--- config.mk ---
export PLATFORM = sky130hd
export DESIGN_NAME = fifo_wr_arbiter_flat
export DESIGN_NICKNAME = d
export VERILOG_FILES = /design/src/rtl/cdc_fifo_pkg.sv /design/src/rtl/fifo_wr_arbiter_if.sv /design/src/rtl/fifo_wr_arbiter_pick.sv /design/src/rtl/fifo_wr_arbiter.sv /design/src/flat_wrapper.sv
export SDC_FILE = /design/constraint.sdc
export NUM_CORES = 1
export LEC_CHECK = 0
export CORE_ASPECT_RATIO = 1.25
export CORE_MARGIN = 1
export CORE_UTILIZATION = 39
export CTS_CLUSTER_DIAMETER = 40
export DETAILED_ROUTE_END_ITERATION = 6
export PLACE_DENSITY_LB_ADDON = 0.2
export SYNTH_ARGS = -nofsm -noshare
export SYNTH_HDL_FRONTEND = slang
export SYNTH_HIERARCHICAL = 1
export SYNTH_SLANG_ARGS = --single-unit
--- constraint.sdc ---
create_clock -name clk -period 4.1 [get_ports clk]
set_clock_uncertainty 0.1 [all_clocks]
set_input_delay 0.82 -clock clk [delete_from_list [all_inputs] [get_ports clk]]
set_output_delay 0.82 -clock clk [all_outputs]
set_load 0.005 [all_outputs]
--- src/rtl/cdc_fifo_pkg.sv ---
// Shared types and constants for the CDC FIFO write-side blocks.
package cdc_fifo_pkg;

    localparam int FIFO_DATA_WIDTH = 8;
    localparam int FIFO_ADDR_WIDTH = 4;

    typedef enum logic {
        ARB   = 1'b0,
        WRITE = 1'b1
    } arb_state_t;

    function automatic int clog2(input int value);
        int result = 0;
        int rem    = value - 1;
        while (rem > 0) begin
            result++;
            rem = rem >> 1;
        end
        return result;
    endfunction

endpackage

--- src/rtl/fifo_wr_arbiter_if.sv ---
// Producer-side request bus and FIFO write port of the write arbiter.
interface fifo_wr_arbiter_if
    import cdc_fifo_pkg::*;
#(
    parameter int DATA_WIDTH = FIFO_DATA_WIDTH,
    parameter int NUM_REQ    = 4,
    parameter int ID_WIDTH   = clog2(NUM_REQ)
);
    logic [NUM_REQ-1:0]            req;
    logic [NUM_REQ*DATA_WIDTH-1:0] req_data;
    logic                          full;
    logic [NUM_REQ-1:0]            gnt;
    logic                          wr_en;
    logic [DATA_WIDTH-1:0]         wr_data;
    logic [ID_WIDTH-1:0]           grant_id;
    logic                          busy;

    modport master (
        output req, req_data, full,
        input  gnt, wr_en, wr_data, grant_id, busy
    );

    modport slave (
        input  req, req_data, full,
        output gnt, wr_en, wr_data, grant_id, busy
    );
endinterface

--- src/rtl/fifo_wr_arbiter_pick.sv ---
// Combinational round-robin pick: rotate requests by the pointer, priority
// encode the lowest set bit, then rotate the index back.
module rr_priority_pick #(
    parameter int NUM_REQ  = 4,
    parameter int ID_WIDTH = 2
) (
    input  logic [NUM_REQ-1:0]  req,
    input  logic [ID_WIDTH-1:0] ptr,
    output logic                found,
    output logic [ID_WIDTH-1:0] win
);
    logic [NUM_REQ-1:0]  rot;
    logic [ID_WIDTH-1:0] rot_idx;
    int                  src_idx;
    int                  win_idx;

    always_comb begin
        rot     = '0;
        found   = 1'b0;
        rot_idx = '0;
        src_idx = 0;
        win_idx = 0;
        for (int i = 0; i < NUM_REQ; i++) begin
            src_idx = i + int'(ptr);
            if (src_idx >= NUM_REQ) src_idx = src_idx - NUM_REQ;
            if (src_idx < NUM_REQ) rot[i] = req[ID_WIDTH'(src_idx)];
        end
        for (int i = NUM_REQ - 1; i >= 0; i--) begin
            if (rot[i]) begin
                found   = 1'b1;
                rot_idx = ID_WIDTH'(i);
            end
        end
        // Modulo by subtraction keeps the wrap correct for non-power-of-two counts.
        win_idx = int'(rot_idx) + int'(ptr);
        if (win_idx >= NUM_REQ) win_idx = win_idx - NUM_REQ;
        win = ID_WIDTH'(win_idx);
    end
endmodule

--- src/rtl/fifo_wr_arbiter.sv ---
// Round-robin arbiter sharing the CDC FIFO write port among NUM_REQ producers.
// Define ARB_BURST_EN to let a winner keep priority for up to BURST_LEN grants.
module fifo_wr_arbiter
    import cdc_fifo_pkg::*;
#(
    parameter int DATA_WIDTH = FIFO_DATA_WIDTH,
    parameter int NUM_REQ    = 4,
    parameter int ID_WIDTH   = clog2(NUM_REQ),
    parameter int BURST_LEN  = 4
) (
    input  logic             clk,
    input  logic             reset,
    fifo_wr_arbiter_if.slave bus
);
    arb_state_t          state, state_next;
    logic [ID_WIDTH-1:0] ptr, ptr_next;
    logic                found;
    logic [ID_WIDTH-1:0] win;

    logic [NUM_REQ-1:0]    gnt_p0, gnt_d;
    logic [DATA_WIDTH-1:0] wr_data_p0, wr_data_d;
    logic [ID_WIDTH-1:0]   grant_id_p0, grant_id_d;

`ifdef ARB_BURST_EN
    localparam int CNT_W = 4;
    logic [CNT_W-1:0] cnt, cnt_next;
`endif

    function automatic logic [ID_WIDTH-1:0] next_idx(input logic [ID_WIDTH-1:0] idx);
        if (int'(idx) >= NUM_REQ - 1) return '0;
        return idx + 1'b1;
    endfunction

    rr_priority_pick #(
        .NUM_REQ  (NUM_REQ),
        .ID_WIDTH (ID_WIDTH)
    ) u_pick (
        .req   (bus.req),
        .ptr   (ptr),
        .found (found),
        .win   (win)
    );

    always_comb begin
        state_next = state;
        ptr_next   = ptr;
        gnt_d      = '0;
        wr_data_d  = wr_data_p0;
        grant_id_d = grant_id_p0;
`ifdef ARB_BURST_EN
        cnt_next   = cnt;
`endif
        case (state)
            ARB: begin
                if (!bus.full && found) begin
                    for (int i = 0; i < NUM_REQ; i++) begin
                        gnt_d[i] = (ID_WIDTH'(i) == win);
                        if (ID_WIDTH'(i) == win) wr_data_d = bus.req_data[i*DATA_WIDTH +: DATA_WIDTH];
                    end
                    grant_id_d = win;
                    state_next = WRITE;
`ifdef ARB_BURST_EN
                    if (cnt != '0 && win == grant_id_p0) cnt_next = cnt + 1'b1;
                    else                                 cnt_next = CNT_W'(1);
                end else if (cnt != '0) begin
                    // Burst owner went idle or the FIFO stalled us: hand priority on.
                    ptr_next = next_idx(grant_id_p0);
                    cnt_next = '0;
`endif
                end
            end
            WRITE: begin
                state_next = ARB;
`ifdef ARB_BURST_EN
                if (cnt >= CNT_W'(BURST_LEN)) begin
                    ptr_next = next_idx(grant_id_p0);
                    cnt_next = '0;
                end else begin
                    ptr_next = grant_id_p0;
                end
`else
                ptr_next = next_idx(grant_id_p0);
`endif
            end
        endcase
    end

    always_ff @(posedge clk or posedge reset) begin
        if (reset) begin
            state       <= ARB;
            ptr         <= '0;
            gnt_p0      <= '0;
            wr_data_p0  <= '0;
            grant_id_p0 <= '0;
`ifdef ARB_BURST_EN
            cnt         <= '0;
`endif
        end else begin
            state       <= state_next;
            ptr         <= ptr_next;
            gnt_p0      <= gnt_d;
            wr_data_p0  <= wr_data_d;
            grant_id_p0 <= grant_id_d;
`ifdef ARB_BURST_EN
            cnt         <= cnt_next;
`endif
        end
    end

    // The write strobe is exactly the registered WRITE state.
    assign bus.wr_en    = (state == WRITE);
    assign bus.busy     = (state == WRITE);
    assign bus.gnt      = gnt_p0;
    assign bus.wr_data  = wr_data_p0;
    assign bus.grant_id = grant_id_p0;
endmodule

--- src/flat_wrapper.sv ---
// flat-port wrapper written by rule: the top's interface ports become plain ports
module fifo_wr_arbiter_flat import cdc_fifo_pkg::*;
#(
    parameter int DATA_WIDTH = FIFO_DATA_WIDTH,
    parameter int NUM_REQ    = 4,
    parameter int ID_WIDTH   = clog2(NUM_REQ),
    parameter int BURST_LEN  = 4
)
  (clk, reset, bus_req, bus_req_data, bus_full, bus_gnt, bus_wr_en, bus_wr_data, bus_grant_id, bus_busy);
  fifo_wr_arbiter_if #(.DATA_WIDTH(DATA_WIDTH), .NUM_REQ(NUM_REQ), .ID_WIDTH(ID_WIDTH)) bus_i ();
  input  logic clk;
  input  logic reset;
  input wire logic [$bits(bus_i.req)-1:0] bus_req;
  input wire logic [$bits(bus_i.req_data)-1:0] bus_req_data;
  input wire logic [$bits(bus_i.full)-1:0] bus_full;
  output wire logic [$bits(bus_i.gnt)-1:0] bus_gnt;
  output wire logic [$bits(bus_i.wr_en)-1:0] bus_wr_en;
  output wire logic [$bits(bus_i.wr_data)-1:0] bus_wr_data;
  output wire logic [$bits(bus_i.grant_id)-1:0] bus_grant_id;
  output wire logic [$bits(bus_i.busy)-1:0] bus_busy;
  assign bus_i.req = bus_req;
  assign bus_i.req_data = bus_req_data;
  assign bus_i.full = bus_full;
  assign bus_gnt = bus_i.gnt;
  assign bus_wr_en = bus_i.wr_en;
  assign bus_wr_data = bus_i.wr_data;
  assign bus_grant_id = bus_i.grant_id;
  assign bus_busy = bus_i.busy;
  fifo_wr_arbiter #(.DATA_WIDTH(DATA_WIDTH), .NUM_REQ(NUM_REQ), .ID_WIDTH(ID_WIDTH), .BURST_LEN(BURST_LEN)) u_core (.clk(clk), .reset(reset), .bus(bus_i));
endmodule
# --- Word level (Yosys, flattened, before mapping) ---
# Cells that the tools add are included.
op_classes:
  add_sub_neg: 10
  order_cmp: 14
  eq_ne: 3
  n_mux: 41
  bitwise_logic: 1
  reduce_logical: 6
ops:
  columns: ["cell", "count"]
  rows:
  - ["$lt 32x4->1 const B", 4]
  - ["$mux 32", 4]
  - ["$mux 8", 4]
  - ["$mux 1", 19]
  - ["$lt 2x4->1 const B", 4]
  - ["$mux 2", 7]
  - ["$ge 3x3->1 const B", 4]
  - ["$sub 3x3->4 const B", 3]
  - ["$bmux 1 s2", 4]
  - ["$mux 4", 2]
  - ["$add 2x2->3 const A", 2]
  - ["$eq 2x2->1 const A", 2]
  - ["$reduce_bool 4->1", 1]
  - ["$sub 2x3->4 const B", 1]
  - ["$add 1x2->3 const A", 1]
  - ["$add 2x2->3", 1]
  - ["$ge 2x3->1 const B", 1]
  - ["$reduce_and 3->1", 1]
  - ["$add 2x1->2 const B", 1]
  - ["$eq 1x2->1 const A", 1]
  - ["$ge 2x2->1 const B", 1]
  - ["$logic_not 2->1", 1]
  - ["$pmux 1 s2", 1]
  - ["$reduce_and 2->1", 1]
  - ["other kinds (4)", 4]
totals:
  ff_bits: 17
  input_bits: 39
  elab_cells: 80

# --- Depth between registers and ports, before layout ---
# Gate-level depths: netlist of run 1.
depth:
  word_depth: 19
  depth_mapped: 11

# --- By module ---
# The synthesis of run 1 kept the hierarchy.
modules_own_cells:
  columns: ["module", "n_inst", "cells_each", "area_per_inst_um2", "seq_area_each_um2"]
  rows:
  - ["fifo_wr_arbiter", 1, 49, 853.3, 425.4]
  - ["rr_priority_pick", 1, 17, 176.4, 0.0]

# --- Worst setup path after synthesis of run 1 ---
# No wires, ideal clock.
synth_path:
  kind: "in2reg"
  start: "in bus_req[2]"
  end: "reg u_core.wr_data_p0[6] (netlist: u_core/bus.wr_data[6])"
  setup_ps: 125
  arrival_time_ps: 2942
  path_slack_ps: 933
  cell_stages: 9
  n_path_buf: 1
  path_cell_list: "mux4_2 a21oi_1 nor2_1 ha_1 xnor2_1 xnor2_1 clkbuf_1 mux4_2 mux2_4"
synth_via:
  elab_chain_cells: 15
  word_cells_on_any_way: 38
  cone_classes: "2 x add/sub; 1 x order compare; 3 x eq/ne; 28 x mux; 4 x reduce/logical"
synth_rtl:
  columns: ["element", "line_no", "text"]
  rows:
  - ["start, declared", "flat_wrapper.sv:13", "input wire logic [$bits(bus_i.req)-1:0] bus_req;"]
  - ["$bmux 1 s2", "fifo_wr_arbiter_pick.sv:26", "if (src_idx < NUM_REQ) rot[i] = req[ID_WIDTH'(src_idx)];"]
  - ["$mux 1 (not written as such) (2 in a row)", "fifo_wr_arbiter_pick.sv:26", null]
  - ["$mux 1", "fifo_wr_arbiter_pick.sv:26", null]
  - ["$mux 2 (3 in a row)", "fifo_wr_arbiter_pick.sv:29", "if (rot[i]) begin"]
  - ["$mux 2 (*)", "fifo_wr_arbiter_pick.sv:29", null]
  - ["$add 2x2->3 (*)", "fifo_wr_arbiter_pick.sv:35", "win_idx = int'(rot_idx) + int'(ptr);"]
  - ["$ge 3x3->1 / $sub 2x1->2 (equally long branches)", "fifo_wr_arbiter_pick.sv:36", "if (win_idx >= NUM_REQ) win_idx = win_idx - NUM_REQ;"]
  - ["$mux 2 (*)", "fifo_wr_arbiter_pick.sv:36", null]
  - ["net u_core.win[1]", "fifo_wr_arbiter.sv:18", "logic [ID_WIDTH-1:0] win;"]
  - ["$eq 1x2->1", "fifo_wr_arbiter.sv:58", "if (ID_WIDTH'(i) == win) wr_data_d = bus.req_data[i*DATA_WIDTH +: DATA_WIDTH];"]
  - ["$mux 8 (3 in a row)", "fifo_wr_arbiter.sv:58", null]
  - ["end signal, assigned", "fifo_wr_arbiter.sv:102", "wr_data_p0 <= wr_data_d;"]
  - ["end, declared", "fifo_wr_arbiter.sv:21", "logic [DATA_WIDTH-1:0] wr_data_p0, wr_data_d;"]
# The timed path passes the listed nets; every way through them passes the cells marked *. The select of a mux whose other input is x is not followed.
# A chain may end at the register's enable or synchronous reset.

# --- Final worst setup path of run 1 ---
layout_path:
  start: "in bus_req[0]"
  end: "reg u_core.wr_data_p0[1] (netlist: u_core/bus.wr_data[1])"
# The elaborated chain is that of the path after synthesis.

==> results of run 1 <==
where the power goes:
part | switching (mW) | internal, mW
Sequential | 0.0581 | 0.244
Combinational | 0.315 | 0.548
Clock | 0.0471 | 0.0377
Total | 0.420 | 0.830
routing by layer:
metal  share of wire [%]  vias to the layer above  GRT usage (%)
met3                 6.5                        2           4.27
met4                0.74                        0           7.14
met2                  54                       37           28.8
li1                    -                      366              -
met1                  39                      374           22.2
met5                   0                        -              0
worst max-delay path, delay by kind of cell:
| family | cells | cell delay [ns] |
|---|---|---|
| buffers and inverters | 1 | 0.47 |
| adder cells (fa/ha/maj) | 1 | 0.63 |
| AO/OA/AOI/OAI | 1 | 0.16 |
| AND/OR/NAND/NOR | 1 | 0.06 |
| multiplexers | 3 | 1.43 |
stage by stage:
step | total power [mW] | area [µm²]
after floorplan | 0.932 | 1030
after global routing | 1.36 | 1620
after global placement | 1.15 | 1590
final | 1.25 | 1620
after detailed placement | 1.17 | 1590
after CTS | 1.27 | 1620
worst max-delay path by stage:
stage | from | end | slack (ns) | depth (start not counted)
floorplan | bus_req[2] | u_core/bus.wr_data[6] | 0.93 | 9
global placement | bus_req[2] | u_core/bus.wr_data[2] | 0.37 | 7
detailed placement | bus_req[2] | u_core/bus.wr_data[2] | 0.33 | 7
CTS | bus_req[2] | u_core/bus.wr_data[1] | 0.63 | 7
global route | bus_req[3] | u_core/bus.wr_data[2] | 0.51 | 7
finish | bus_req[0] | u_core/bus.wr_data[1] | 0.62 | 7
layout make-up:
cell class	count	area, µm²	share of cell area [%]
repair buffers	55	548	33.9
well taps	33	41.3	2.56
clock buffers	4	26.3	1.63
flip-flops and latches	17	425	26.3
multi-input cells	41	559	34.6
inverters	4	15.0	0.930
cells in the final DEF (no fill, tap or decap), drive strengths merged, types with 2 or more instances in the layout:
master	count
ha	3
inv	4
mux2	12
and3b	2
clkdlybuf4s50	54
nor2	4
xnor2	2
clkbuf	4
mux4	12
nor3b	2
dfrtp	17
logic make-up (layout without fill, tap and decap cells):
family                     Yosys count  count (layout)
xor gates and xnor gates             2               2
and+or+nand+nor                     11              11
AOI/OAI and AO/OA                    1               1
DFF                                 17              17
buffers and inverters                8              63
muxes                               24              24
adders and majority gates            3               3
registers in the layout, summed over array words and instances (netlist names):
signal	cells
u_core/bus.busy	1
u_core/ptr	2
u_core/bus.grant_id	2
u_core/bus.gnt	4
u_core/bus.wr_data	8
==> impl_metrics.ini, run 1 <==
[outcome]
outcome = completed

[yosys]
syn_avg_cell_area_um2 = 15.6
synthXorXnorAreaFrac_pct = 1.70
synthArstFlopShare_pct = 100
synth_top_cells_by_area = dfrtp_1, mux4_2, mux2_2
yosysWarnings = 6
synth_edf_count = 0
synthSimpleGateAreaFrac_pct = 7.65
synth_adder_area_share_pct = 3.65
syn_nets = 108
yosys_most_used_dff = dfrtp_1
yosysTopAreaCell = dfrtp_1
yosys.area.top_type_share_pct = 41.3
synth_compound_area_share_pct = 0.486
postSynthCellCount = 66
syn_area_um2 = 1030
muxShareOfSynthArea_pct = 40.8
yosysMostFrequentCell = dfrtp_1
synth_commonest_cells = dfrtp_1, mux2_2, mux4_2, inv_1
synth_seq_cells = 17
ys_seq_area_share_pct = 41.3
synthDistinctLibCells = 20
synth_top_family_by_area = multiplexers

[detailed_routing]
dr.pass1.iters = 5
postRouteAntennaNets = 0
post_drt_wl_per_cell_um = 14.1
drc = 0
vias_per_cell = 5.06
wl_um = 2170
first_iter_violations = 15
routed-via-count = 779

[placement]
place_congestion = 0.652
dp_hpwl_um = 1720
portBuffers = 54
placed_cells = 150
dpl_worst_slack_ns = 0.326

[timing]
min_period_ns = 3.48
hold_ws_ns = 0.413
fin_crit_sh_pct = 85.0
rsz0062_at_grt = no
finalSetupViolCount = 0
tns_ns = 0
drv_slew = 0
hold_violations = 0
fmax_mhz = 287
worst_slew_pin_slew_ns = 1.02
slew_headroom_pct = 31.7
fin_ws_ns = 0.616

[clock_network]
clkLatencyLatePin_ns = 0.28
cts_setup_buffers = 0
clk_pin_slew_ns = 0.09
ctsHoldBuffers = 0
clockBufferDepth = 2
cts_tree = built
numClockSinks = 17
cts_resized = 0
cts-buffers-inserted = 3
root_buffer = clkbuf_4
htreeDepth = 1

[die]
start_util_pct = 41.6
die-area_um2 = 2850
rows = 20
fp.coreArea_um2 = 2480
chipHeight_um = 59.5
io_pins = 55
die_x_um = 48.0

[worst_setup_path]
cp.arrival_ns = 3.56
reg2reg_from = u_core/ptr[0]
path_cells = clkdlybuf4s50_1 -> mux4_2 -> a21oi_1 -> nor2_1 -> ha_1 -> mux4_1 -> mux2_2
cp_data_required_time_ns = 4.17
critPathMaxStageDelay_ns = 0.63
critPathKind = in2reg
crit_slowest_cell = ha_1
setup.worst_path.end_class = register
regToRegSetupSlack_ns = 0.89
r2r_cells = 8
cp_max_fo = 13
reg2reg_to = u_core/bus.wr_data[1]
startpoint_type = input port

[finish]
utilization_pct = 65.2
nNetsFinal = 164
diodes = 0
fill_cells = 197
syn2layout_area_growth_pct = 56.9
post_layout_nonfiller_instances = 154
layout-drive-gt1-share_pct = 25.6

[min_path]
worstHoldStart = u_core/bus.wr_data[3]
holdCritPathClass = reg2reg
hold_end = u_core/bus.wr_data[3]
min_path_cells = 1

[global_routing]
grt_max_degree = 18
grt_use_total_pct = 17.7
antenna_found_initial = 0
grt_pass1_wl_um = 3500
grt_pass1_vias = 791
overflow = 0

[power]
p_per_area_nw_per_um2 = 774
peakVddDrop_mv = 0.458
p_leak_nw = 0.658

[flow_run]
maxCapViolCount = 0
Note: power is estimated with default switching activity, not from simulation.
==> inputs of run 2 (changes only) <==
--- a/config.mk
+++ b/config.mk
@@ -7,7 +7,7 @@
 export LEC_CHECK = 0
 export CORE_ASPECT_RATIO = 1.25
 export CORE_MARGIN = 1
-export CORE_UTILIZATION = 39
+export CORE_UTILIZATION = 35
 export CTS_CLUSTER_DIAMETER = 40
 export DETAILED_ROUTE_END_ITERATION = 6
 export PLACE_DENSITY_LB_ADDON = 0.2
==> constraint.sdc (replaced) <==
create_clock -name clk -period 3.1 [get_ports clk]
set_clock_uncertainty 0.1 [all_clocks]
set_input_delay 0.62 -clock clk [delete_from_list [all_inputs] [get_ports clk]]
set_output_delay 0.62 -clock clk [all_outputs]
set_load 0.005 [all_outputs]
==> run 2 against run 1 <==
  * Total power grew 50%
  * Global-route usage down 1.0 points
  * Largest cell class is now non-clock buffers
  * Highest routed layer unchanged
  * Critical path depth rose by 1
==> impl_metrics.ini, run 2 (synthesis results as in run 1) <==
[detailed_routing]
vias_per_cell = 5.10
first_iter_violations = 11
postRouteAntennaNets = 0
dr.pass1.iters = 4
post_drt_wl_per_cell_um = 14.4
drc = 0
wl_um = 2350
routed-via-count = 831

[finish]
nNetsFinal = 172
post_layout_nonfiller_instances = 163
syn2layout_area_growth_pct = 64.0
largest_register_ffs = 8
final_cell_mix = clkdlybuf4s50_1, dfrtp_1, mux2_2
layout-drive-gt1-share_pct = 30.2
final_common_cell = clkdlybuf4s50_1
register_area_um2 = 425
stdcell_area_um2 = 1690
multi_input_area_um2 = 559
diodes = 0
utilization_pct = 61.8
fill_cells = 248

[min_path]
holdCritPathClass = reg2reg
min_path_cells = 1
worstHoldStart = u_core/bus.wr_data[2]
hold_end = u_core/bus.wr_data[2]

[placement]
dpl_worst_slack_ns = -0.208
dp_hpwl_um = 1850
dpl_cell_area_um2 = 1660
place_congestion = 0.708
portBuffers = 54
placed_cells = 159

[global_routing]
overflow = 0
grt_use_total_pct = 16.7
antenna_found_initial = 0
grt_pass1_wl_um = 3950
grt_max_degree = 18
grt_pass1_vias = 877

[clock_network]
clockBufferDepth = 2
clkLatencyLatePin_ns = 0.29
htreeDepth = 1
clk_pin_slew_ns = 0.10
cts_setup_buffers = 0
cts-buffers-inserted = 3
cts_tree = built
root_buffer = clkbuf_4
numClockSinks = 17

[worst_setup_path]
cp_data_required_time_ns = 3.19
critPathKind = in2reg
r2r_cells = 9
cp.arrival_ns = 3.09
reg2reg_to = u_core/bus.wr_data[1]
crit_path_start = bus_req[1]
cp_max_fo = 13
regToRegSetupSlack_ns = 0.25
startpoint_type = input port
setup.worst_path.end_class = register
reg2reg_from = u_core/ptr[1]

[flow_run]
maxCapViolCount = 0

[die]
io_pins = 55
die-area_um2 = 3160
start_util_pct = 37.7
chipHeight_um = 62.6
rows = 21
fp.coreArea_um2 = 2730
die_x_um = 50.5

[timing]
hold_ws_ns = 0.416
min_period_ns = 3.01
rsz0062_at_grt = no
fin_crit_sh_pct = 97.0
tns_ns = 0
drv_slew = 0
finalSetupViolCount = 0
worst_slew_pin_slew_ns = 1.04
fin_ws_ns = 0.0943
slew_headroom_pct = 30.3
fmax_mhz = 333
hold_violations = 0

[power]
p_leak_nw = 0.701
peakVddDrop_mv = 0.619
p_per_area_nw_per_um2 = 1110
power_mw = 1.87

[outcome]
outcome = completed
[run 2: cell count changes in the layout (fill, tap and decap cells not counted)]
cell and delta:
buf_12 +1, buf_4 +7
[run 2: area by class of cell]
cell class	instances	area share [%]
Sequential cell	17	25.2
Clock buffer	4	1.56
Multi-Input combinational cell	41	33.1
Inverter	4	0.889
Tap cell	34	2.52
Timing Repair Buffer	63	36.7
[run 2: metal layers]
layer | GRT usage [%] | vias up | part of all wire [%]
met5 | 0 | - | 0
met1 | 20.2 | 419 | 40
met3 | 3.89 | 4 | 6.1
met2 | 28.8 | 31 | 52
met4 | 5.21 | 0 | 1.4
li1 | - | 377 | -
[run 2: worst max-delay path by stage]
stage,endpoint,cells past startpoint
3_3_place_gp,u_core/bus.wr_data[0],10
6_report,u_core/bus.wr_data[1],8
3_5_place_dp,u_core/bus.wr_data[2],8
2_1_floorplan,u_core/bus.wr_data[6],11
5_1_grt,u_core/bus.wr_data[5],10
4_1_cts,u_core/bus.wr_data[5],10
[run 2: critical path: stages]
cell	delay, ns
clkdlybuf4s50_1	0.47
mux4_2	0.51
a21oi_1	0.15
nor2_1	0.06
ha_1	0.31
buf_12	0.15
mux4_1	0.54
mux2_2	0.27
[run 2: where the power goes]
group	total (mW)	switching (mW)	internal [mW]	leakage (nW)
registers	0.392	0.0687	0.323	0.208
logic	1.36	0.474	0.889	0.478
clock network	0.118	0.0681	0.0500	0.0150
total	1.87	0.610	1.26	0.701
[run 2: what timing repair did]
item                                    4_1_cts  5_1_grt
hold buffers                                  0        0
endpoints found under the setup margin        0        2
resized for setup                             0        0
